## src/rtl/reg_scoreboard.sv

```systemverilog
// Register-reservation scoreboard for the decode stage: per-register pending-write
// counters that raise a decode hazard and take releases from writeback and kills.
module reg_scoreboard #(
  parameter int W_RD   = 5,
  parameter int W_CNT  = 2,
  parameter bit BYPASS = 1'b1
) (
  input  logic                 clk,
  input  logic                 reset,
  input  logic                 v_i,
  input  logic [W_RD-1:0]      r0_i,
  input  logic [W_RD-1:0]      r1_i,
  input  logic                 use_r0_i,
  input  logic                 use_r1_i,
  input  logic                 w_reserve_i,
  input  logic                 issue_i,
  input  logic                 wb_i,
  input  logic [W_RD-1:0]      wb_r_i,
  input  logic                 kill_i,
  input  logic [W_RD-1:0]      kill_r_i,
  input  logic                 flush_i,
  output logic                 reserved_o,
  output logic [2**W_RD-1:0]   busy_o,
  output logic                 idle_o,
  output logic                 err_o
);

  localparam int NREG = 2**W_RD;
  localparam int CW   = W_CNT + 2;
  localparam logic [W_CNT-1:0] CNT_MAX = '1;
  localparam logic [W_CNT-1:0] CNT_ONE = W_CNT'(1);

  logic [W_CNT-1:0] cnt    [NREG];
  logic [W_CNT-1:0] cnt_nx [NREG];
  logic [CW-1:0]    sum    [NREG];
  logic [CW-1:0]    dec    [NREG];
  logic [NREG-1:0]  uflow;
  logic             err;
  logic             pend0;
  logic             pend1;
  logic             dst_full;
  logic             rsv;

  // A writeback retiring the last pending write frees sources in the same cycle.
  always_comb begin
    pend0 = (cnt[r0_i] != '0);
    pend1 = (cnt[r1_i] != '0);
    if (BYPASS && wb_i && (wb_r_i == r0_i) && (cnt[r0_i] == CNT_ONE)) pend0 = 1'b0;
    if (BYPASS && wb_i && (wb_r_i == r1_i) && (cnt[r1_i] == CNT_ONE)) pend1 = 1'b0;
    dst_full = (cnt[r0_i] == CNT_MAX);
  end

  assign reserved_o = v_i & ((use_r0_i & pend0) | (use_r1_i & pend1) | (w_reserve_i & dst_full));
  assign rsv        = v_i & issue_i & w_reserve_i & ~reserved_o & ~flush_i;

  // Net reserve against both releases; a shortfall clamps at zero and flags an error.
  always_comb begin
    uflow = '0;
    for (int n = 0; n < NREG; n++) begin
      sum[n] = CW'(cnt[n]) + CW'(rsv && (r0_i == W_RD'(n)));
      dec[n] = CW'(wb_i && (wb_r_i == W_RD'(n))) + CW'(kill_i && (kill_r_i == W_RD'(n)));
      if (sum[n] < dec[n]) begin
        cnt_nx[n] = '0;
        uflow[n]  = 1'b1;
      end else begin
        cnt_nx[n] = W_CNT'(sum[n] - dec[n]);
      end
    end
  end

  always_ff @(posedge clk) begin
    if (reset) begin
      for (int n = 0; n < NREG; n++) cnt[n] <= '0;
      err <= 1'b0;
    end else begin
      for (int n = 0; n < NREG; n++) cnt[n] <= cnt_nx[n];
      if (|uflow) err <= 1'b1;
    end
  end

  always_comb begin
    busy_o = '0;
    for (int n = 0; n < NREG; n++) busy_o[n] = (cnt[n] != '0);
  end

  assign idle_o = ~|busy_o;
  assign err_o  = err;

endmodule

```

## config.mk

```make
export PLATFORM = sky130hd
export DESIGN_NAME = reg_scoreboard
export DESIGN_NICKNAME = d
export VERILOG_FILES = /design/src/rtl/reg_scoreboard.sv
export SDC_FILE = /design/constraint.sdc
export NUM_CORES = 1
export LEC_CHECK = 0
export ABC_AREA = 1
export BUFFER_PORTS_ARGS = -buffer_cell sky130_fd_sc_hd__buf_2
export CORE_MARGIN = 2
export CORE_UTILIZATION = 60
export DETAILED_ROUTE_END_ITERATION = 10
export PLACE_DENSITY = 0.81
export SYNTH_ARGS = -nofsm -noshare
export SYNTH_HDL_FRONTEND = slang
export SYNTH_SLANG_ARGS = --single-unit
export TNS_END_PERCENT = 1
```

## constraint.sdc

```tcl
create_clock -name clk -period 4.61 [get_ports clk]
set_clock_uncertainty 0.2 [all_clocks]
set_input_delay 0.6915 -clock clk [delete_from_list [all_inputs] [get_ports clk]]
set_output_delay 0.6915 -clock clk [all_outputs]
set_load 0.05 [all_outputs]
```

==> results.cfg <==
[outcome]
run_status = finished, final reports clean

[min_path]
hold_startpoint = err_o
min_path_type = flop to flop

[run]
maxCapViolCount = 0

[routing]
avgRoutedWirePerCell_um = 17.40
vias = 7677
detail_route.first_pass.iterations = 8
route.antenna.remaining_nets = 0
drcViolationCount = 0
detailedRoute.firstIterationViolations = 1063
drt-total-wl_mm = 24.07
via_per_inst = 5.551

[logic_synthesis]
post_synth_most_frequent_cells = nand2_1, nor2_1, inv_1, ha_1, dfxtp_1
synth.top_cells.by_area = ha_1, dfxtp_1, nand2_1, nor2_1, fa_1
synth_top_cell_area_share_pct = 21.17
synth.ff_latch_count = 65
yosysUniqueCellTypes = 29
synth-main-ff-cell = dfxtp_1
async_flop_share_pct = 0
mappedNetlistArea_um2 = 7564
synth.yosys.seq_area_share_pct = 17.20
yosysWarnings = 0
synth_enable_flop_cells = 0
synthesis.instances = 1133
dominant_cell_by_count_in_the_synthesized_netlist = nand2_1
synth.avg_cell_area_um2 = 6.676
synth_top_cell_by_area = ha_1
synthesis.nets = 1323

[final_layout]
area_growth_pct = 11.25
num-nets-final = 1396
final_cells = 1383
num_antenna_cells = 0
utilization_pct = 67.50
final_design_area_no_fill_um2 = 8414
fraction_of_final_layout_cells_sized_beyond_drive_strength_1_pct = 10.98

[setup_path]
stage_delay_of_the_slowest_cell_on_the_critical_path_ps = 540
timing.critical_path.required_ps = 4640
timing_worst_setup_path_type = primary input to flop
timing.critical_path.from = r0_i[0]
r2r-start = cnt[21][1]
kind_of_launch_point_of_the_worst_setup_path = primary input
endpoint_kind = flop
timing.critical_path.slowest_stage_cell = fa_1
cp_common_cell = nand2_1
path_cells = buf_2 -> inv_2 -> nor2_2 -> nand2_1 -> nand2_1 -> nor2_1 -> nor2_1 -> nor2_1 -> nand2_1 -> nand3_1 -> nand2_1 -> nand2_4 -> nand4_4 -> buf_4 -> nor2_1 -> ha_1 -> fa_1 -> nand2_1 -> o21bai_1 -> nand4_1 -> nor4_1 -> buf_4 -> a31oi_1
arrival_ps = 4290
cp_max_fo = 9

[floorplanning]
die-area_um2 = 13520
pin_count = 65
floorplan.initialDensity_pct = 60.67
die_w_um = 116.3
floorplan.die.height_um = 116.3
coreArea_um2 = 12470
row_count = 41

[clock_network]
clock_tree.root_cell = clkbuf_16
clkTransAtPathRegs_ps = 50
worstSkewPairLatency_ps = 350
clock_tree.buffer_depth = 2
cts_tree = yes
clock_tree.htree_level_count = 3
number_of_buffers_inserted_during_clock_tree_synthesis = 9
numClockSinks = 65

[global_route]
globalRouteMet2Util_pct = 55.78
met3_usage_pct = 9.185
grt_antenna_before_repair = 0
first_global_vias = 7120
grt_util_all_layers_pct = 36.86
wire_length_of_the_first_global_routing_pass_mm = 37.16
grtUsageMet1_pct = 49.45
peak_usage_layer_in_the_global_routing_report = met2
grt_max_degree = 43
grt_overflow_total = 0

[pwr]
internal_power_uw = 1096
fraction_of_power_consumed_by_sequential_logic_pct = 35.6
static_leakage_uw = 0.004505
power_switching_uw = 588.9
vdd_ir_drop_max_v = 0.0002103
pwr_density_cell_nw_per_um2 = 200.2
switching_share_pct = 34.95
clkPwrFrac_pct = 39.2
combPwrFrac_pct = 25.1

[sta]
min_period_over_period_pct = 92.38
final-setup-viol-count = 0
rsz0062_at_grt = no
final_period_minus_worst_setup_slack_ps = 4259
maxClockFrequency_ghz = 0.2348
maxSlewViolCount = 0
setup-tns-final_ps = 0
hold_violations = 0
timing_worst_slew_pin_value_ps = 848.6
timing.max_slew.rel_slack_pct = 42.90

[placement]
hpwlAfterDp_mm = 19.53
placedInstanceArea_um2 = 8133
place.port_buffers = 64
place_inst = 1367
finalWeightedCongestion = 1.043
per-layer routing:
layer	vias to the layer above	share of wire (%)
met2	433	43
met4	0	4.0
met1	3486	42
li1	3698	-
met5	-	0
met3	60	11
sequential cells by signal, summed over array words and instances (netlist names):
register and flops:
cnt 64, err_o 1
cell usage in the layout (no fill, tap or decap), drive strengths merged:
master / instances
buf: 87
o211ai: 9
nor3b: 32
a21boi: 1
clkbuf: 14
clkinvlp: 1
o21bai: 31
nor4: 10
inv: 171
a21oi: 14
o22ai: 8
nor2: 235
nand2: 284
o21ai: 8
a31oi: 1
nand4: 12
clkinv: 2
dfxtp: 65
nand3: 48
or2: 16
fa: 32
a22oi: 2
ha: 128
power by group through the flow:
stage | Combinational, µW | Clock (µW) | Sequential, µW
2_1_floorplan | 276 | 0 | 606
3_3_place_gp | 406 | 0 | 611
3_5_place_dp | 410 | 0 | 611
4_1_cts | 413 | 664 | 599
5_1_grt | 457 | 690 | 602
6_report | 424 | 661 | 600
worst max-delay path: cells and delay by family:
| kind | cells | cell delay (ps) |
|---|---|---|
| compound gates | 2 | 290 |
| fa+ha+maj | 2 | 750 |
| buf+inv | 4 | 700 |
| simple gates | 15 | 1830 |
kinds of logic after synthesis:
kind of cell	count (synthesis)	synth area share [%]
simple gates	637	36.15
buf+inv	197	10.54
fa+ha+maj	160	29.64
compound gates	74	6.468
flops	65	17.20
final cells by class:
| cell class | instances | area (µm²) |
|---|---|---|
| sequential | 65 | 1301 |
| clock inverter | 2 | 12.51 |
| inverter | 172 | 645.6 |
| clock buffer | 14 | 264.0 |
| fill | 1148 | 4051 |
| multi-input combinational | 871 | 5470 |
| tap | 172 | 215.2 |
| timing repair buffer | 87 | 505.5 |
worst paths after layout:
check	endpoint	slack [ps]	depth (start not counted)
worst max-delay path	err_o	350	23
worst min-delay path	err_o	300	2
worst max register to register	err_o	720	22
worst min register to register	err_o	300	2
through the flow:
| step | power (µW) | setup WS [ps] | hold WS (ps) |
|---|---|---|---|
| 2_1_floorplan | 882.3 | 610.8 | 475.9 |
| 3_3_place_gp | 1018 | 156.0 | 287.5 |
| 3_5_place_dp | 1022 | 76.42 | 298.1 |
| 4_1_cts | 1677 | 410.4 | 306.5 |
| 5_1_grt | 1748 | 2.892 | 340.5 |
| 6_report | 1685 | 351.1 | 301.4 |
timing repair:
item,in CTS,in global routing
endpoints found under the setup margin,0,1
hold buffers,0,0
resized for setup,0,2
buffers inserted,0,0
hold endpoints to repair,0,0
(Power assumes the default switching activity.)
